<file path="config.mk">
export PLATFORM = sky130hd
export DESIGN_NAME = led_zone_scheduler
export DESIGN_NICKNAME = d
export VERILOG_FILES = /design/src/rtl/led_zone_scheduler.sv
export SDC_FILE = /design/constraint.sdc
export NUM_CORES = 1
export LEC_CHECK = 0
export CAP_MARGIN = 20
export CORE_MARGIN = 4
export CORE_UTILIZATION = 50
export CTS_CLUSTER_DIAMETER = 120
export DETAILED_ROUTE_END_ITERATION = 7
export PLACE_DENSITY_LB_ADDON = 0.1
export SKIP_LAST_GASP = 1
export SLEW_MARGIN = 25
export SYNTH_ARGS = -nofsm -noshare
export SYNTH_HDL_FRONTEND = slang
export SYNTH_SLANG_ARGS = --single-unit
export TNS_END_PERCENT = 20
</file>
<file path="constraint.sdc">
create_clock -name rd_clk -period 9.8 [get_ports rd_clk]
set_clock_uncertainty 0.15 [all_clocks]
set_input_delay 1.96 -clock rd_clk [delete_from_list [all_inputs] [get_ports rd_clk]]
set_output_delay 1.96 -clock rd_clk [all_outputs]
set_load 0.01 [all_outputs]
</file>
<file path="src/rtl/led_zone_scheduler.sv">
// rtl/led_zone_scheduler.sv - LED zone frame scheduler: FIFO reads into a 2-entry skid buffer feeding a valid/ready stream; optional macro LED_UNDERFLOW_FILL_EN
module led_zone_scheduler #(
    parameter int ZONE_NUM   = 384,
    parameter int DATA_W     = 24,
    parameter int UF_TIMEOUT = 1024
) (
    input  logic              rd_clk,
    input  logic              rd_rst,
    input  logic              frame_start,
    output logic              fifo_rd_en,
    input  logic [DATA_W-1:0] fifo_rd_data,
    input  logic              fifo_rd_empty,
    output logic [DATA_W-1:0] m_data,
    output logic              m_valid,
    input  logic              m_ready,
    output logic              m_last,
    output logic              frame_busy,
    output logic              frame_done,
    output logic              frame_skip,
    output logic              underflow
);

    localparam int CW = $clog2(ZONE_NUM + 1);
    localparam int UW = $clog2(UF_TIMEOUT + 1);
    localparam logic [CW-1:0] LP_ZONE_CNT  = CW'(ZONE_NUM);
    localparam logic [CW-1:0] LP_ZONE_LAST = CW'(ZONE_NUM - 1);
    localparam logic [UW-1:0] LP_UF_LAST   = UW'(UF_TIMEOUT - 1);
`ifdef LED_UNDERFLOW_FILL_EN
    localparam bit LP_FILL = 1'b1;
`else
    localparam bit LP_FILL = 1'b0;
`endif

    typedef enum logic [1:0] {S_IDLE, S_BURST, S_DRAIN, S_ABORT} state_t;

    state_t            r_state;
    state_t            w_state_nxt;
    logic [CW-1:0]     r_rd_cnt;
    logic [CW-1:0]     r_out_cnt;
    logic [UW-1:0]     r_uf_cnt;
    logic              r_underflow;
    logic              r_inflight;
    logic              r_inflight_zero;
    logic              r_frame_done;
    logic              r_frame_skip;
    logic [DATA_W-1:0] r_skid [2];
    logic              r_wr_ptr;
    logic              r_rd_ptr;
    logic [1:0]        r_skid_cnt;

    logic w_accept;
    logic w_valid;
    logic w_pop;
    logic w_push;
    logic w_space;
    logic w_fill;
    logic w_issue;
    logic w_uf_hit;
    logic w_last_hs;
    logic w_flush;

    // A frame is accepted only in IDLE and not in the cycle frame_done is shown
    assign w_accept  = (r_state == S_IDLE) && frame_start && !r_frame_done;
    assign w_valid   = (r_skid_cnt != 2'd0) && (r_state != S_ABORT) && !rd_rst;
    assign w_pop     = w_valid && m_ready;
    // Count the slot freed by this cycle's pop so one beat per cycle is sustained
    assign w_space   = (({1'b0, r_skid_cnt} + {2'b00, r_inflight}) - {2'b00, w_pop}) < 3'd2;
    assign w_fill    = LP_FILL && r_underflow;
    assign w_issue   = (r_state == S_BURST) && !rd_rst && (r_rd_cnt < LP_ZONE_CNT)
                       && w_space && (w_fill || !fifo_rd_empty);
    assign w_uf_hit  = (r_state == S_BURST) && fifo_rd_empty && !r_underflow
                       && (r_uf_cnt == LP_UF_LAST);
    assign w_last_hs = w_pop && (r_out_cnt == LP_ZONE_LAST);
    assign w_push    = r_inflight && (r_state != S_ABORT);
    assign w_flush   = (r_state == S_ABORT);

    assign fifo_rd_en = w_issue && !w_fill;
    assign m_valid    = w_valid;
    assign m_data     = w_valid ? r_skid[r_rd_ptr] : '0;
    assign m_last     = w_valid && (r_out_cnt == LP_ZONE_LAST);
    assign frame_busy = (r_state != S_IDLE) && !rd_rst;
    assign frame_done = r_frame_done;
    assign frame_skip = r_frame_skip;
    assign underflow  = r_underflow;

    // State register
    always_ff @(posedge rd_clk) begin
        if (rd_rst) begin
            r_state <= S_IDLE;
        end else begin
            r_state <= w_state_nxt;
        end
    end

    // Next-state logic; without fill, underflow aborts the frame
    always_comb begin
        w_state_nxt = r_state;
        case (r_state)
            S_IDLE:  if (w_accept) w_state_nxt = S_BURST;
            S_BURST: begin
                if (w_uf_hit && !LP_FILL) begin
                    w_state_nxt = S_ABORT;
                end else if (w_issue && (r_rd_cnt == LP_ZONE_LAST)) begin
                    w_state_nxt = S_DRAIN;
                end
            end
            S_DRAIN: if (w_last_hs) w_state_nxt = S_IDLE;
            S_ABORT: w_state_nxt = S_IDLE;
            default: w_state_nxt = S_IDLE;
        endcase
    end

    // Zone counters, underflow watchdog, in-flight tracking and status pulses
    always_ff @(posedge rd_clk) begin
        if (rd_rst) begin
            r_rd_cnt        <= '0;
            r_out_cnt       <= '0;
            r_uf_cnt        <= '0;
            r_underflow     <= 1'b0;
            r_inflight      <= 1'b0;
            r_inflight_zero <= 1'b0;
            r_frame_done    <= 1'b0;
            r_frame_skip    <= 1'b0;
        end else begin
            r_inflight      <= w_issue;
            r_inflight_zero <= w_fill;
            r_frame_done    <= w_last_hs;
            r_frame_skip    <= frame_start && !w_accept;
            if (w_accept) begin
                r_rd_cnt    <= '0;
                r_out_cnt   <= '0;
                r_uf_cnt    <= '0;
                r_underflow <= 1'b0;
            end else begin
                if (w_issue) r_rd_cnt <= r_rd_cnt + CW'(1);
                if (w_pop)   r_out_cnt <= r_out_cnt + CW'(1);
                if ((r_state == S_BURST) && !r_underflow) begin
                    if (!fifo_rd_empty) begin
                        r_uf_cnt <= '0;
                    end else begin
                        r_uf_cnt <= r_uf_cnt + UW'(1);
                        if (w_uf_hit) r_underflow <= 1'b1;
                    end
                end
            end
        end
    end

    // Two-entry skid buffer; fill-mode words are captured as zero
    always_ff @(posedge rd_clk) begin
        if (rd_rst || w_flush) begin
            r_skid[0]  <= '0;
            r_skid[1]  <= '0;
            r_wr_ptr   <= 1'b0;
            r_rd_ptr   <= 1'b0;
            r_skid_cnt <= 2'd0;
        end else begin
            if (w_push) begin
                r_skid[r_wr_ptr] <= r_inflight_zero ? '0 : fifo_rd_data;
                r_wr_ptr         <= ~r_wr_ptr;
            end
            if (w_pop) r_rd_ptr <= ~r_rd_ptr;
            r_skid_cnt <= (r_skid_cnt + {1'b0, w_push}) - {1'b0, w_pop};
        end
    end

endmodule

</file>
# Word level (Yosys, flattened, before mapping)
# Memory sizes are Yosys's and may differ from the RTL's. A register that Yosys moved wholly into a read port is not among the register bits.
# Cells that the tools add are included.
# W data, S select, Z words.
[word_totals]
n_memories = 1
in_bits = 29
register_bits = 39
ramBits = 48
word_cells = 82
out_inout_bits = 31
[op_classes]
n_bitwise = 2
n_eq_ne = 10
n_mux = 17
n_reduce_logical = 32
n_lt_le_gt_ge = 2
addsub = 7
[mem_list]
columns = ["name", "depth", "width", "rd", "rd_ports_with_merged_regs", "write_ports", "line", "text"]
rows = [
  ["r_skid", 2, 24, 1, 1, 2, "46", "logic [DATA_W-1:0] r_skid [2];"],
]
[op_table]
columns = ["cell", "count"]
rows = [
  ["$mux W24", 2],
  ["$reduce_or A24 Y1", 1],
  ["$logic_and A1 B1 Y1", 19],
  ["$add A9 B1 Y9 const B", 2],
  ["$eq A9 B9 Y1 const B", 2],
  ["$add A11 B1 Y11 const B", 1],
  ["$eq A11 B10 Y1 const B", 1],
  ["$mux W11", 1],
  ["$lt A9 B9 Y1 const B", 1],
  ["$mux W1", 9],
  ["$mux W2", 4],
  ["$pmux W2 S4", 1],
  ["$ne A2 B2 Y1 const B", 3],
  ["$reduce_and A3 Y1", 2],
  ["$logic_not A1 Y1", 5],
  ["$eq A2 B2 Y1 const B", 2],
  ["$reduce_bool A2 Y1", 2],
  ["$add A2 B1 Y3", 1],
  ["$lt A3 B2 Y1 const B", 1],
  ["$ne A3 B2 Y1 const B", 1],
  ["$sub A3 B1 Y3", 1],
  ["$add A2 B1 Y2", 1],
  ["$eq A2 B1 Y1 const B", 1],
  ["$logic_not A2 Y1", 1],
  ["other kinds (4)", 5],
]

# Logic depth before layout (Yosys ltp)
# Gate-level depths: netlist (run 1).
[logic_depth]
depth_word = 12
depth_mapped = 13
ltp_nobuf = 10

# Worst setup path before layout (run 1)
# No wires, ideal clock.
[synth_timing]
path_kind = "input port to output port"
start = "in rd_rst"
end = "out fifo_rd_en"
slack_ns = 3.615
arrival_time_ns = 4.075
n_path_buf = 3
path_stages = 11
required_ns = 7.690
path_cell_list = "buf_6 > a21o_2 > or2_1 > clkbuf_1 > xnor2_1 > nand2_1 > fa_1 > xor2_1 > or3_1 > buf_2 > inv_1"
[synth_between]
elab_chain_cells = 7
elab_cells_between_ends = 9
classes_between = "add/sub: 1; order compare: 1; reduce/logical: 7"
[synth_lines]
columns = ["element", "line", "text"]
rows = [
  ["start, declared", "8", "input logic rd_rst,"],
  ["$logic_not A1 Y1 (*)", "64, 69", ""],
  ["$logic_and A1 B1 Y1", "64", "assign w_valid = (r_skid_cnt != 2'd0) && (r_state != S_ABORT) && !rd_rst;"],
  ["$logic_and A1 B1 Y1", "65", "assign w_pop = w_valid && m_ready;"],
  ["$sub A3 B1 Y3", "67", "assign w_space = (({1'b0, r_skid_cnt} + {2'b00, r_inflight}) - {2'b00, w_pop}) < 3'd2;"],
  ["$lt A3 B2 Y1", "67", ""],
  ["$logic_and A1 B1 Y1 (*) (2 in a row)", "70", "&& w_space && (w_fill || !fifo_rd_empty);"],
  ["end, declared", "10", "output logic fifo_rd_en,"],
]
# Every way passes the cells marked *; elsewhere a longest branch is shown, timed or not.

# Worst setup path after layout (run 1)
# Ends and elaborated chain as after synthesis.

==> results of run 1 <==
==> flip-flops by register name, summed over array words and instances, names as in the netlist, 2 cells and up, named ones only <==
name	cells
r_rd_cnt	9
r_state	2
r_out_cnt	9
r_uf_cnt	11
r_skid_cnt	2
r_skid	48
==> worst paths after layout <==
kind	end	slack, ns
max	fifo_rd_en	2.34
min	r_out_cnt[8]$_SDFFE_PP0P_	0.33
max reg2reg	r_rd_cnt[5]$_SDFFE_PP0P_	6.42
min reg2reg	r_out_cnt[8]$_SDFFE_PP0P_	0.33
==> power groups by stage <==
stage	Sequential, µW	Clock (µW)	Combinational, µW
6_report	407	237	66.9
4_1_cts	407	242	68.2
3_5_place_dp	416	0	67.8
3_3_place_gp	415	0	66.5
5_1_grt	408	260	73.8
2_1_floorplan	414	0	38.9
==> metrics by stage <==
| stage | total power (µW) | instance area (µm²) |
|---|---|---|
| finish | 711 | 4910 |
| global route | 742 | 4910 |
| CTS | 717 | 4910 |
| detailed placement | 483 | 4720 |
| global placement | 481 | 4710 |
| floorplan | 452 | 4050 |
==> tightest hold or removal path, delay by kind of cell (launching register included) <==
| family | cells | cell delay, ns |
|---|---|---|
| AO/OA/AOI/OAI | 2 | 0.12 |
| flip-flops | 1 | 0.32 |
==> final cells by class <==
class                      instances  area (µm²)  share of cell area
clock buffer                      10         138              0.0280
timing repair buffer              63         621               0.126
multi-input combinational        269        1690               0.345
clock inverter                     6        51.3              0.0105
tap                              102         128              0.0260
sequential                        88        2240               0.457
inverter                           9        33.8             0.00688
==> layer usage <==
metal | vias up | global-route usage | wire length [µm]
li1 | 1459 | - | -
met1 | 1361 | 0.210 | 3530
met2 | 47 | 0.295 | 3960
met3 | 11 | 0.0443 | 334
met4 | 0 | 0.0575 | 110
met5 | - | 0 | 0
==> layout by cell type, fill, tap and decap left out, drive strengths merged, types with 4 or more instances in the layout <==
master / n
clkbuf: 10
clkdlybuf4s50: 59
and2: 51
or3: 6
nand4: 4
ha: 4
edfxtp: 48
nor2: 50
dfxtp: 40
o21ai: 13
nor3: 5
nand3: 11
buf: 4
a21oi: 22
inv: 11
nand2: 21
nor4: 5
xnor2: 13
mux2i: 25
==> kinds of logic after synthesis <==
kind of cell	count (synthesis)	synth area share
simple gates	177	0.234
flops	88	0.554
compound gates	47	0.0664
buf+inv	30	0.0349
mux	25	0.0618
xor+xnor	15	0.0324
fa+ha+maj	5	0.0173
==> qor.txt, run 1 <==
Status: completed
Minimum clock period: 7.46 ns
Crit-path slowest cell: clkdlybuf4s50_1
Leading area contributor after synthesis: edfxtp_1
Core Area: 7810 µm²
Die W: 98 µm
Maximum clock path buffer count: 2
Starting Density: 0.519
Clk sinks: 88
Max stage delay on crit path: 0.58 ns
Synth-to-Final Area Change: 21.2%
Vias per cell: 5.26
Max Cap Viol: 0
Final setup viols: 0
Least-Margin Pin Slew: 0.733 ns
Via count: 2878
Min-delay src: r_out_cnt[8]$_SDFFE_PP0P_
Worst path bufs/invs: 3
Hold Path Depth: 2
R2R depth: 9
Post-CTS Hold Buffers: 0
PwrDens: 145 nW/µm²
Gpl congestion: 0.790
Async SR Flop Fraction: 0
Cell area after synthesis: 4050 µm²
DRT Pass-1 Iters: 4
Root buf cell: clkbuf_8
Number of library cell types mapped by synthesis: 43
Placed insts: 531
FF+latch count, synth: 88
FMAX: 0.134 GHz
HP Class: reg2reg
First-pass GRT wire length: 13300 µm
Layout cells sized above 1: 0.0697
I/O pin cnt: 60
Worst path top cell family by delay: buffers and inverters
CTS clk-pin slew, worst paths: 0.08 ns
Synthesized Nets: 421
Skew-Pair Late Insertion Delay: 0.36 ns
R2r startpoint: r_skid_cnt[1]$_SDFF_PP0_
Main synth FF type: edfxtp_1
Worst Path Max Fanout: 13
Main area contributors after synthesis: edfxtp_1 36%, dfxtp_1 20%, and2_1 7.9%, mux2i_1 6.2%, nor2_1 4.6%
Finished Core Util: 0.629
Fin. Hold Viols: 0
Pin count of the biggest net entering global routing: 30
Rows: 32
Worst setup margin: 2.34 ns
Most used cell, CP: clkdlybuf4s50_1
Comb power frac: 0.094
Post-CTS setup buffers: 0
Total Routing Usage GR: 0.172
Mapped Avg Cell Area: 10.5 µm²
Post-synth EDFFs: 48
Drt drc: 0
Critical path class: in2out
Pre-CTS setup slack: 2.36 ns
YS warnings: 0
Startpoint types: input pin
Full die area: 9600 µm²
Net switching power: 177 µW
Clock buffer count from CTS: 9
Final hold slack: 0.333 ns
Detail Placement HPWL: 5270 µm
Critical path endpoint category: output pin
H-tree depth: 3
Most frequent cell after synthesis: and2_1
Final Non-Filler Cells: 547
Crit-path cells: clkdlybuf4s50_1, a21o_2, or2_1, xnor2_1, nand2_1, fa_1, xor2_1, or3_1, inv_1, clkdlybuf4s50_1
Antenna viol nets, final: 0
Final #Nets: 474
Grt ovf: 0
Mapped Cells: 387
CTS tree: yes
Cell count along the critical path: 10
1st-iter DRT viols: 106
Setup TNS Final: 0 ns
# resized after CTS: 0
Post-synth top cells: 51 x and2_1, 50 x nor2_1, 48 x edfxtp_1
Post-DR wirelength/cell: 14.5 µm
CP startpoint: rd_rst
Period utilization: 0.761
Switching Share: 0.248
Total routed wirelength: 7930 µm
Antenna cells: 0
Post-synthesis sequential area ratio: 0.554
Reg power frac: 0.573
Max-slew violations: 0
Die height: 98 µm
VDD IR max: 0.0880 mV
Clock share of power: 0.333
Slew margin rel.: 0.509
Vias in the first global route: 2787
Leak pwr: 0.00167 µW
Top cell type's share of synthesized area: 0.356
Required time worst endpoint: 7.69 ns
# fillers: 671
Buffers on Ports: 59
Crit path DAT: 5.35 ns
Unrepaired setup endpoints after global routing: false
Cell-internal power: 534 µW
Initial antenna violation count: 0
Power figures use the tool's default switching activity.
==> run 2, diff against run 1 <==
- clock period: 9.8 -> 7.4 ns (I/O delays scaled with it)
==> qor.txt, run 2 (same netlist as run 1, synthesis figures left out) <==
Minimum clock period: 6.50 ns
I/O pin cnt: 60 (unchanged)
Layout cells sized above 1: 0.0697 (unchanged)
Antenna cells: 0 (unchanged)
Vias per cell: 5.31 (+0.90%)
Crit-path cells: clkdlybuf4s50_1, a21o_2, or2_1, xnor2_1, nand2_1, fa_1, xor2_1, or3_1, inv_1, clkdlybuf4s50_1
Status: completed
First-pass GRT wire length: 13200 µm (-0.78%)
Largest regs: r_skid: 48 flops, r_uf_cnt: 11 flops
Gpl congestion: 0.790 (about the same)
Crit-path slowest cell: clkdlybuf4s50_1
# fillers: 659 (-1.8%)
Starting Density: 0.519 (unchanged)
CTS clk-pin slew, worst paths: 0.08 ns (about the same)
# resized after CTS: 0 (unchanged)
Worst Path Max Fanout: 13 (unchanged)
Pre-CTS setup slack: 0.905 ns (-1.45 ns)
PwrDens: 196 nW/µm² (+36%)
Antenna viol nets, final: 0 (unchanged)
Largest Register: r_skid
Leak pwr: 0.00168 µW (+0.32%)
Max Cap Viol: 0 (unchanged)
Maximum clock path buffer count: 2 (unchanged)
Unrepaired setup endpoints after global routing: false
Max stage delay on crit path: 0.58 ns (about the same)
FMAX: 0.154 GHz
Required time worst endpoint: 5.77 ns (-1.92 ns)
Crit path DAT: 4.87 ns (-0.48 ns)
R2r startpoint: r_skid_cnt[1]$_SDFF_PP0_
Total Routing Usage GR: 0.170 (-0.00199)
Most frequent cells in the layout: 59 x clkdlybuf4s50_1, 51 x and2_1, 50 x nor2_1, 48 x edfxtp_1, 40 x dfxtp_1
Root buf cell: clkbuf_8
Finished Core Util: 0.631 (+0.00208)
Synth-to-Final Area Change: 21.6%
Slew margin rel.: 0.508 (-0.00174)
Most used cell, CP: clkdlybuf4s50_1
Drt drc: 0 (unchanged)
Grt ovf: 0 (unchanged)
Register area: 2240 µm² (unchanged)
Core Area: 7810 µm² (unchanged)
Post-DR wirelength/cell: 14.5 µm (+0.23%)
Post-CTS setup buffers: 0 (unchanged)
CP startpoint: rd_rst
DRT Pass-1 Iters: 4 (unchanged)
Setup TNS Final: 0 ns (unchanged)
Min-delay src: r_out_cnt[1]$_SDFFE_PP0P_
Worst setup margin: 0.905 ns (-1.44 ns)
Critical path class: in2out
Area of the multi-input gates: 1690 µm² (unchanged)
HP Class: reg2reg
Vias in the first global route: 2718 (-2.5%)
Die height: 98 µm (unchanged)
VDD IR max: 0.117 mV (+33%)
Post-CTS Hold Buffers: 0 (unchanged)
Clock buffer count from CTS: 9 (unchanged)
Fin. Hold Viols: 0 (unchanged)
Rows: 32 (unchanged)
Via count: 2904 (+0.90%)
Max reg flops: 48 (unchanged)
H-tree depth: 3 (unchanged)
Critical path endpoint category: output pin
Buffers on Ports: 59 (unchanged)
Max-slew violations: 0 (unchanged)
Commonest non-fill, non-tap cell in the layout: clkdlybuf4s50_1
Total routed wirelength: 7950 µm (+0.23%)
Least-Margin Pin Slew: 0.736 ns (+0.00260 ns)
Startpoint types: input pin
Period utilization: 0.878
Initial antenna violation count: 0 (unchanged)
Die W: 98 µm (unchanged)
CTS tree: yes
Final #Nets: 474 (unchanged)
Final setup viols: 0 (unchanged)
Detail Placement HPWL: 5260 µm (about the same)
Skew-Pair Late Insertion Delay: 0.35 ns (about the same)
1st-iter DRT viols: 81 (-24%)
Clk sinks: 88 (unchanged)
Full die area: 9600 µm² (unchanged)
Pin count of the biggest net entering global routing: 30 (unchanged)
[run 2: worst max-delay path: cells and delay by family]
| kind | cells | cell delay, ns |
|---|---|---|
| compound gates | 1 | 0.36 |
| xor+xnor | 2 | 0.33 |
| fa+ha+maj | 1 | 0.37 |
| buf+inv | 3 | 1.37 |
| simple gates | 3 | 0.96 |
[run 2: routing by layer]
layer  vias to the layer above  global-route usage  part of all wire
li1                       1455                   -                 -
met2                        49               0.285              0.51
met3                         9              0.0314             0.033
met1                      1391               0.217              0.45
met5                         -                   0                 0
met4                         0              0.0671             0.012
[run 2: metrics by stage]
step | area [µm²] | total power (µW) | instances | hold WS [ns]
6_report | 4920 | 967 | 547 | 0.335
4_1_cts | 4920 | 977 | 547 | 0.334
2_1_floorplan | 4050 | 599 | 387 | 0.294
3_5_place_dp | 4720 | 640 | 531 | 0.318
3_3_place_gp | 4710 | 637 | 531 | 0.310
5_1_grt | 4920 | 1010 | 547 | 0.348
[run 2: layout make-up]
| class | instances | area share |
|---|---|---|
| timing repair buffer | 63 | 0.126 |
| inverter | 9 | 0.00686 |
| tap | 102 | 0.0259 |
| clock inverter | 6 | 0.0137 |
| sequential | 88 | 0.455 |
| clock buffer | 10 | 0.0280 |
| multi-input combinational | 269 | 0.344 |
[run 2: final timing paths]
check / to / slack [ns] / cells after the start
setup / recovery: fifo_rd_en / 0.90 / 10
hold / removal: r_out_cnt[1]$_SDFFE_PP0P_ / 0.34 / 2
setup reg to reg: r_rd_cnt[5]$_SDFFE_PP0P_ / 4.04 / 9
hold reg to reg: r_out_cnt[1]$_SDFFE_PP0P_ / 0.34 / 2
[run 2: power breakdown]
group | leakage (µW) | switching, µW | total (µW) | internal [µW]
Combinational | 0.000758 | 46.9 | 88.7 | 41.8
Sequential | 0.000821 | 8.54 | 539 | 530
Clock | 0.0000989 | 173 | 339 | 166
==> run 3, diff against run 2 <==
- GPL_ROUTABILITY_DRIVEN: default -> 1
- SKIP_LAST_GASP: 1 -> default
- clock period: 7.4 -> 7.24 ns (I/O delays scaled with it)
==> qor.txt, run 3 (same netlist as run 1, synthesis figures left out) <==
Status: completed
Post-DR wirelength/cell: 14.7 µm (+1.3%)
Unrepaired setup endpoints after global routing: false
CTS tree: yes
Worst Path Max Fanout: 13 (unchanged)
Post-CTS Hold Buffers: 0 (unchanged)
First-pass GRT wire length: 13500 µm (+2.1%)
H-tree depth: 3 (unchanged)
Period utilization: 0.886
CTS clk-pin slew, worst paths: 0.08 ns (about the same)
Antenna cells: 0 (unchanged)
Synth-to-Final Area Change: 21.7%
Post-CTS setup buffers: 0 (unchanged)
Clock share of power: 0.362 (+0.011)
Switching Share: 0.226 (-0.00967)
FMAX: 0.156 GHz
Cell-internal power: 778 µW (+5.3%)
Total routed wirelength: 8050 µm (+1.3%)
Slew margin rel.: 0.511 (+0.00315)
Clk sinks: 88 (unchanged)
Least-Margin Pin Slew: 0.731 ns (-0.00471 ns)
Initial antenna violation count: 0 (unchanged)
Vias per cell: 5.33 (+0.45%)
R2r startpoint: r_skid_cnt[1]$_SDFF_PP0_
VDD IR max: 0.112 mV (-4.6%)
Root buf cell: clkbuf_8
Grt ovf: 0 (unchanged)
Critical path endpoint category: output pin
Antenna viol nets, final: 0 (unchanged)
HP Class: reg2reg
Net switching power: 227 µW (-0.29%)
Max-slew violations: 0 (unchanged)
Rows: 32 (unchanged)
Comb power frac: 0.090 (-0.002)
Flop2flop setup slack: 3.87 ns (-0.17 ns)
Min-delay src: r_out_cnt[8]$_SDFFE_PP0P_
Skew-Pair Late Insertion Delay: 0.35 ns (about the same)
Full die area: 9600 µm² (unchanged)
Final #Nets: 474 (unchanged)
Die W: 98 µm (unchanged)
Fin. Hold Viols: 0 (unchanged)
Die height: 98 µm (unchanged)
Final setup viols: 0 (unchanged)
Commonest non-fill, non-tap cell in the layout: clkdlybuf4s50_1
Core Area: 7810 µm² (unchanged)
Drt drc: 0 (unchanged)
R2R depth: 9 (unchanged)
Gpl congestion: 0.791 (about the same)
Vias in the first global route: 2799 (+3.0%)
Starting Density: 0.519 (unchanged)
# resized after CTS: 0 (unchanged)
I/O pin cnt: 60 (unchanged)
1st-iter DRT viols: 121 (+49%)
Hold Path Depth: 2 (unchanged)
Buffers on Ports: 59 (unchanged)
Finished Core Util: 0.631 (+0.000801)
Total Routing Usage GR: 0.174 (+0.00393)
Critical path class: in2out
Via count: 2917 (+0.45%)
Setup TNS Final: 0 ns (unchanged)
Layout cells sized above 1: 0.0629 (-0.00674)
DRT Pass-1 Iters: 4 (unchanged)
Crit path DAT: 4.81 ns (-0.06 ns)
Detail Placement HPWL: 5350 µm (+1.6%)
Most frequent cells in the layout: 59 x clkdlybuf4s50_1, 51 x and2_1, 50 x nor2_1, 48 x edfxtp_1, 40 x dfxtp_1
Clock buffer count from CTS: 9 (unchanged)
Max reg flops: 48 (unchanged)
Reg power frac: 0.548 (-0.010)
Startpoint types: input pin
Largest regs: r_skid: 48 flops, r_uf_cnt: 11 flops
Minimum clock period: 6.41 ns
Max Cap Viol: 0 (unchanged)
Hold endpoint: r_out_cnt[8]$_SDFFE_PP0P_
Required time worst endpoint: 5.64 ns (-0.13 ns)
Leak pwr: 0.00168 µW (+0.16%)
Maximum clock path buffer count: 2 (unchanged)
Largest Register: r_skid
Pin count of the biggest net entering global routing: 30 (unchanged)
# fillers: 673 (+2.1%)
Reg2reg end: r_rd_cnt[5]$_SDFFE_PP0P_
PwrDens: 204 nW/µm² (+3.8%)
run 3: routing by layer:
| layer | wire length, µm | up-vias | global-route usage |
|---|---|---|---|
| li1 | - | 1461 | - |
| met4 | 165 | 0 | 0.0756 |
| met3 | 310 | 18 | 0.0321 |
| met1 | 3560 | 1388 | 0.212 |
| met5 | 0 | - | 0 |
| met2 | 4010 | 50 | 0.299 |
run 3: critical path: stages:
cell and delay (ns):
clkdlybuf4s50_1 0.57, a21o_2 0.35, or2_1 0.34, xnor2_1 0.16, nand2_1 0.08, fa_1 0.38
xor2_1 0.16, or3_1 0.53, inv_1 0.22, clkdlybuf4s50_1 0.57
run 3: power groups by stage:
stage,logic [µW],registers [µW],clock network (µW)
final,90.7,551,363
after detailed placement,91.9,563,0
after CTS,92.4,551,369
after floorplan,52.7,560,0
after global placement,90.0,562,0
after global routing,101,553,393
run 3: stage by stage:
step / cell area, µm² / hold WS (ns) / std cells / power [µW] / worst slack (ns)
2_1_floorplan: 4050 / 0.294 / 387 / 612 / 2.08
3_3_place_gp: 4710 / 0.309 / 531 / 652 / 0.852
3_5_place_dp: 4720 / 0.324 / 531 / 655 / 0.838
4_1_cts: 4930 / 0.335 / 547 / 1010 / 0.823
5_1_grt: 4930 / 0.363 / 547 / 1050 / 0.632
6_report: 4930 / 0.329 / 547 / 1010 / 0.828
run 3: how the worst max path moves through the flow:
stage	cells past startpoint	slack [ns]	start	endpoint
floorplan	11	2.08	rd_rst	fifo_rd_en
global placement	10	0.85	rd_rst	fifo_rd_en
detailed placement	10	0.84	rd_rst	fifo_rd_en
CTS	10	0.82	rd_rst	fifo_rd_en
global route	10	0.63	rd_rst	fifo_rd_en
finish	10	0.83	rd_rst	fifo_rd_en
run 3: final cells by class:
| cell class | count | area [µm²] | share of cell area |
|---|---|---|---|
| repair buffers | 63 | 621 | 0.126 |
| multi-input cells | 269 | 1690 | 0.344 |
| clock buffers | 10 | 128 | 0.0259 |
| inverters | 9 | 33.8 | 0.00685 |
| clock inverters | 6 | 83.8 | 0.0170 |
| flip-flops and latches | 88 | 2240 | 0.455 |
| well taps | 102 | 128 | 0.0259 |
